[config.mk]
export PLATFORM = sky130hd
export DESIGN_NAME = seq_divider
export DESIGN_NICKNAME = d
export VERILOG_FILES = /design/src/rtl/divider_pkg.sv /design/src/rtl/div_step.sv /design/src/rtl/seq_divider.sv
export SDC_FILE = /design/constraint.sdc
export NUM_CORES = 1
export LEC_CHECK = 0
export ABC_AREA = 0
export BUFFER_PORTS_ARGS = -buffer_cell sky130_fd_sc_hd__buf_2
export CAP_MARGIN = 20
export CORE_MARGIN = 3
export CORE_UTILIZATION = 53
export DETAILED_ROUTE_END_ITERATION = 6
export HOLD_SLACK_MARGIN = 0.1
export PLACE_DENSITY_LB_ADDON = 0.2
export REMOVE_ABC_BUFFERS = 1
export SKIP_LAST_GASP = 1
export SLEW_MARGIN = 5
export SYNTH_ARGS = -nofsm -noshare
export SYNTH_HDL_FRONTEND = slang
export SYNTH_SLANG_ARGS = --single-unit
[constraint.sdc]
create_clock -name clk -period 1.9 [get_ports clk]
set_input_delay 0.19 -clock clk [delete_from_list [all_inputs] [get_ports clk]]
set_output_delay 0.19 -clock clk [all_outputs]
set_load 0.02 [all_outputs]
[src/rtl/divider_pkg.sv]
// divider_pkg: shared state encoding, default width and counter sizing for the sequential divider
package divider_pkg;
  localparam int WIDTH_DEF = 8;
  typedef enum logic [1:0] {IDLE, RUN, FIX} state_e;
  function automatic int clog2(input int n);
    int r;
    r = 0;
    while ((1 << r) < n) r++;
    return r;
  endfunction
endpackage

[src/rtl/div_step.sv]
// div_step: one combinational restoring iteration (shift in a dividend bit, trial-subtract)
module div_step #(
  parameter int WIDTH = 8
) (
  input  logic [WIDTH:0] pr,
  input  logic           bit_in,
  input  logic [WIDTH:0] dmag,
  output logic [WIDTH:0] pr_nxt,
  output logic           q_bit
);
  logic [WIDTH+1:0] sh, trial;
  assign sh     = {pr, bit_in};
  assign trial  = sh - {1'b0, dmag};
  assign q_bit  = ~trial[WIDTH+1];
  assign pr_nxt = q_bit ? trial[WIDTH:0] : sh[WIDTH:0];
endmodule

[src/rtl/seq_divider.sv]
// seq_divider: multi-cycle restoring divider, signed/unsigned, one quotient bit per cycle
module seq_divider
  import divider_pkg::*;
#(
  parameter int WIDTH = WIDTH_DEF
) (
  input  logic             clk,
  input  logic             rst,
  input  logic             start,
  input  logic             signed_mode,
  input  logic [WIDTH-1:0] dividend,
  input  logic [WIDTH-1:0] divisor,
  output logic             busy,
  output logic             done,
  output logic [WIDTH-1:0] quotient,
  output logic [WIDTH-1:0] remainder,
  output logic             div_by_zero
);
  localparam int CW = clog2(WIDTH);
  state_e           state, nxt;
  logic [CW-1:0]    cnt;
  logic [WIDTH:0]   pr, dmag, pr_n;
  logic [WIDTH-1:0] sr, dvd, a_mag, b_mag;
  logic             sgn_q, sgn_r, dz, a_neg, b_neg, qb;
  assign a_neg = signed_mode & dividend[WIDTH-1];
  assign b_neg = signed_mode & divisor[WIDTH-1];
  assign a_mag = a_neg ? -dividend : dividend;
  assign b_mag = b_neg ? -divisor : divisor;
  assign busy  = state != IDLE;
  div_step #(.WIDTH(WIDTH)) u_step (
    .pr(pr), .bit_in(sr[WIDTH-1]), .dmag(dmag), .pr_nxt(pr_n), .q_bit(qb)
  );
  always_comb begin
    nxt = state == IDLE ? (start ? RUN : IDLE) :
          state == RUN  ? (cnt == '0 ? FIX : RUN) : IDLE;
  end
  always_ff @(posedge clk or negedge rst) begin
    if (!rst) begin
      state       <= IDLE;
      cnt         <= '0;
      pr          <= '0;
      dmag        <= '0;
      sr          <= '0;
      dvd         <= '0;
      sgn_q       <= 1'b0;
      sgn_r       <= 1'b0;
      dz          <= 1'b0;
      done        <= 1'b0;
      quotient    <= '0;
      remainder   <= '0;
      div_by_zero <= 1'b0;
    end else begin
      state <= nxt;
      done  <= 1'b0;
      case (state)
        IDLE: if (start) begin
          cnt         <= CW'(WIDTH - 1);
          pr          <= '0;
          dmag        <= {1'b0, b_mag};
          sr          <= a_mag;
          dvd         <= dividend;
          sgn_q       <= a_neg ^ b_neg;
          sgn_r       <= a_neg;
          dz          <= divisor == '0;
          div_by_zero <= 1'b0;
        end
        RUN: begin
          pr  <= pr_n;
          sr  <= {sr[WIDTH-2:0], qb};
          cnt <= cnt - 1'b1;
        end
        default: begin
          // a zero divisor bypasses sign fixing and reports the raw dividend
          quotient    <= dz ? '1 : (sgn_q ? -sr : sr);
          remainder   <= dz ? dvd : (sgn_r ? -pr[WIDTH-1:0] : pr[WIDTH-1:0]);
          div_by_zero <= dz;
          done        <= 1'b1;
        end
      endcase
    end
  end
endmodule

==> impl_metrics.py <==
metrics = {
    "status": {
        "status": "finished, violations left",
        "violations": "setup timing",
    },
    "synthesis": {
        "synth.ff_latch_count": 59,
        "yosysSeqAreaShare_pct": 43.4,
        "synth_top_cell_by_area": "dfrtp_1",
        "synthTopCellsByArea": "dfrtp_1 43%, nand2_1 6.3%, ha_1 5.2%",
        "synth-edff-count": 0,
        "ys.flop_type": "dfrtp_1",
        "synth_top_area_share_pct": 43.4,
        "synth_cells": 378,
        "synth.avg_cell_area_um2": 8.99,
        "ys_async_sr_fraction_pct": 100,
        "yosysUniqueCellTypes": 44,
        "syn-cell-area_um2": 3400,
        "yosys_warnings": 0,
    },
    "sta": {
        "rsz0062_at_grt": "yes",
        "fin_skew_ps": 7.77,
        "setup_slack_ps": -232,
        "setup_violations": 10,
        "finalMaxSlewViolations": 0,
        "fin_crit_sh_pct": 112,
        "hold-worst-slack_ps": 119,
        "slew_headroom_pct": 45.2,
        "max_freq_ghz": 0.469,
        "hold_violations": 0,
        "tightestPinTransition_ps": 822,
        "setup_tns_ps": -1640,
        "final.min_clock_period_ps": 2130,
    },
    "clock_tree": {
        "cts_tree": "done",
        "clk_latency_ps": 340,
        "max-clock-path-buffers": 2,
        "htree_levels": 3,
        "cts_buffers": 9,
        "cts.clk_slew.worst_paths_ps": 70,
        "clock_sinks": 59,
        "root_buffer": "clkbuf_8",
    },
    "setup_path": {
        "required_ps": 2120,
        "critPathMaxFanout": 5,
        "cp_cell_sequence": "inv_1, ha_4, a21o_1, a211oi_2, a21boi_4, xnor2_4, buf_6, mux2i_1, o21ai_1",
        "worst_setup_path_end_kind": "flip-flop",
        "crit_type": "reg2reg",
        "crit_arrival_ps": 2350,
        "start_kind": "flip-flop",
        "max_stage_delay_ps": 390,
        "cpMaxStageDelayCell": "dfrtp_1",
    },
    "route": {
        "via_count": 2853,
        "avgRoutedWirePerCell_um": 15.3,
        "drt-total-wl_um": 8070,
        "drt_iter0_drc": 246,
        "drtAntennaViolNets": 0,
        "vias_per_cell": 5.40,
        "dr.pass1.iters": 4,
        "drc": 0,
    },
    "power_and_ir_drop": {
        "p_clk_share_pct": 14.2,
        "p_seq_share_pct": 25.4,
        "vdd_ir_drop_max_mv": 1.15,
        "switching_share_pct": 41.2,
        "p_total_mw": 9.14,
        "internal-power_mw": 5.38,
        "switchingPower_mw": 3.77,
        "leakage_nw": 2.02,
        "power_frac_comb_pct": 60.4,
        "p_per_area_nw_per_um2": 2120,
    },
    "placement": {
        "dp.cells": 498,
        "dp_hpwl_um": 5680,
        "place_congestion": 0.847,
        "portBuffers": 38,
        "place_ws_ps": -377,
        "place_area_um2": 3820,
    },
    "floorplan": {
        "fp.dieH_um": 86.1,
        "initial_core_util_pct": 56.1,
        "die_area_um2": 7410,
        "fp-row-count": 28,
        "io_pins": 39,
        "die_w_um": 86.1,
        "core_um2": 6060,
    },
    "global_route": {
        "grt_overflow": 0,
        "grt_pass1_vias": 2895,
        "grt.total_usage_pct": 24.3,
        "grt_antenna_before_repair": 0,
        "grt_pass1_wl_um": 14000,
        "grt_max_degree": 35,
    },
    "worst_hold_path": {
        "min_path_type": "in2reg",
    },
    "cells_and_area": {
        "areaGrowthSynthToFinish_pct": 26.7,
        "design_area_um2": 4300,
        "nNetsFinal": 483,
        "layout_commonest_cell": "dfrtp_1",
        "final_cell_mix": "59 x dfrtp_1, 56 x nand2_1, 38 x buf_2",
        "final_layout_size_suffix_gt1_share_pct": 27.2,
        "num_antenna_cells": 0,
        "final_core_util_pct": 71.0,
        "fin_cells": 528,
    },
    "flow_run": {
        "cap_violations": 0,
    },
}
-- critical path, delay by kind of cell, from the launching register on --
family	cells	cell delay (ps)
AO/OA/AOI/OAI	4	770
flip-flops	1	390
XOR/XNOR	1	170
buffers and inverters	2	250
adder cells (fa/ha/maj)	1	210
multiplexers	1	200
-- cells in the mapped netlist (3+ instances only) --
library cell	count
inv_1	20
nand2_1	57
mux2_2	7
nor3_1	6
xor2_1	13
nor2_1	30
o21ai_0	29
ha_1	14
or3_1	4
buf_1	3
a21oi_1	16
o21ai_1	8
o31ai_1	6
xnor2_1	16
nor2b_1	3
nand3_1	14
clkbuf_1	17
dfrtp_1	59
a31oi_1	4
nand2b_1	6
mux2i_1	15
-- power by group through the flow --
stage | Combinational [mW] | Sequential (mW) | Clock [mW]
CTS | 5.13 | 2.31 | 1.32
global placement | 4.43 | 2.28 | 0
detailed placement | 4.55 | 2.31 | 0
floorplan | 2.82 | 2.52 | 0
global route | 6.14 | 2.40 | 1.38
finish | 5.52 | 2.32 | 1.30
-- state kept, by name, summed over array words and instances (netlist names) --
signal / flops
pr: 9
dmag: 8
dvd: 8
quotient: 8
remainder: 8
sr: 8
cnt: 3
state: 2
div_by_zero: 1
done: 1
dz: 1
sgn_q: 1
sgn_r: 1
-- worst paths after layout --
path,end,startpoint,cells after the start,slack [ps]
setup / recovery,pr[2],dmag[4],9,-230
hold / removal,dvd[6],dividend[6],3,120
setup reg to reg,pr[2],dmag[4],9,-230
hold reg to reg,cnt[0],cnt[0],1,470
max in group asynchronous,dmag[3],rst,3,910
min in group asynchronous,remainder[7],rst,2,400
-- cell type report --
cell class	instances	area, µm²
clock inverter	6	88.8
fill	471	1760
sequential	59	1480
tap	75	93.8
clock buffer	10	138
inverter	20	75.1
timing repair buffer	80	544
multi-input combinational	278	1890
-- logic make-up after synthesis --
| family | synth area share (%) |
|---|---|
| and+or+nand+nor | 16.5 |
| buffers and inverters | 4.75 |
| AOI/OAI and AO/OA | 14.9 |
| xor gates and xnor gates | 7.95 |
| muxes | 6.74 |
| adders and majority gates | 5.74 |
| DFF | 43.4 |
-- metal layers --
metal  routed length (µm)  part of all wire [%]  GRT usage (%)
met5                    0                     0              0
met4                   91                   1.1           7.48
met3                  406                   5.0           5.57
met2                 3770                    47           37.1
met1                 3790                    47           34.4
-- timing repair --
action                     CTS  global route
resized for setup           14            10
hold buffers                 4             0
buffers inserted             6             4
hold endpoints to repair    28             0
gates cloned                 0             0
setup endpoints to repair   10            11
pin swaps                    9            12
No activity file was read; power rests on OpenSTA's default activity.
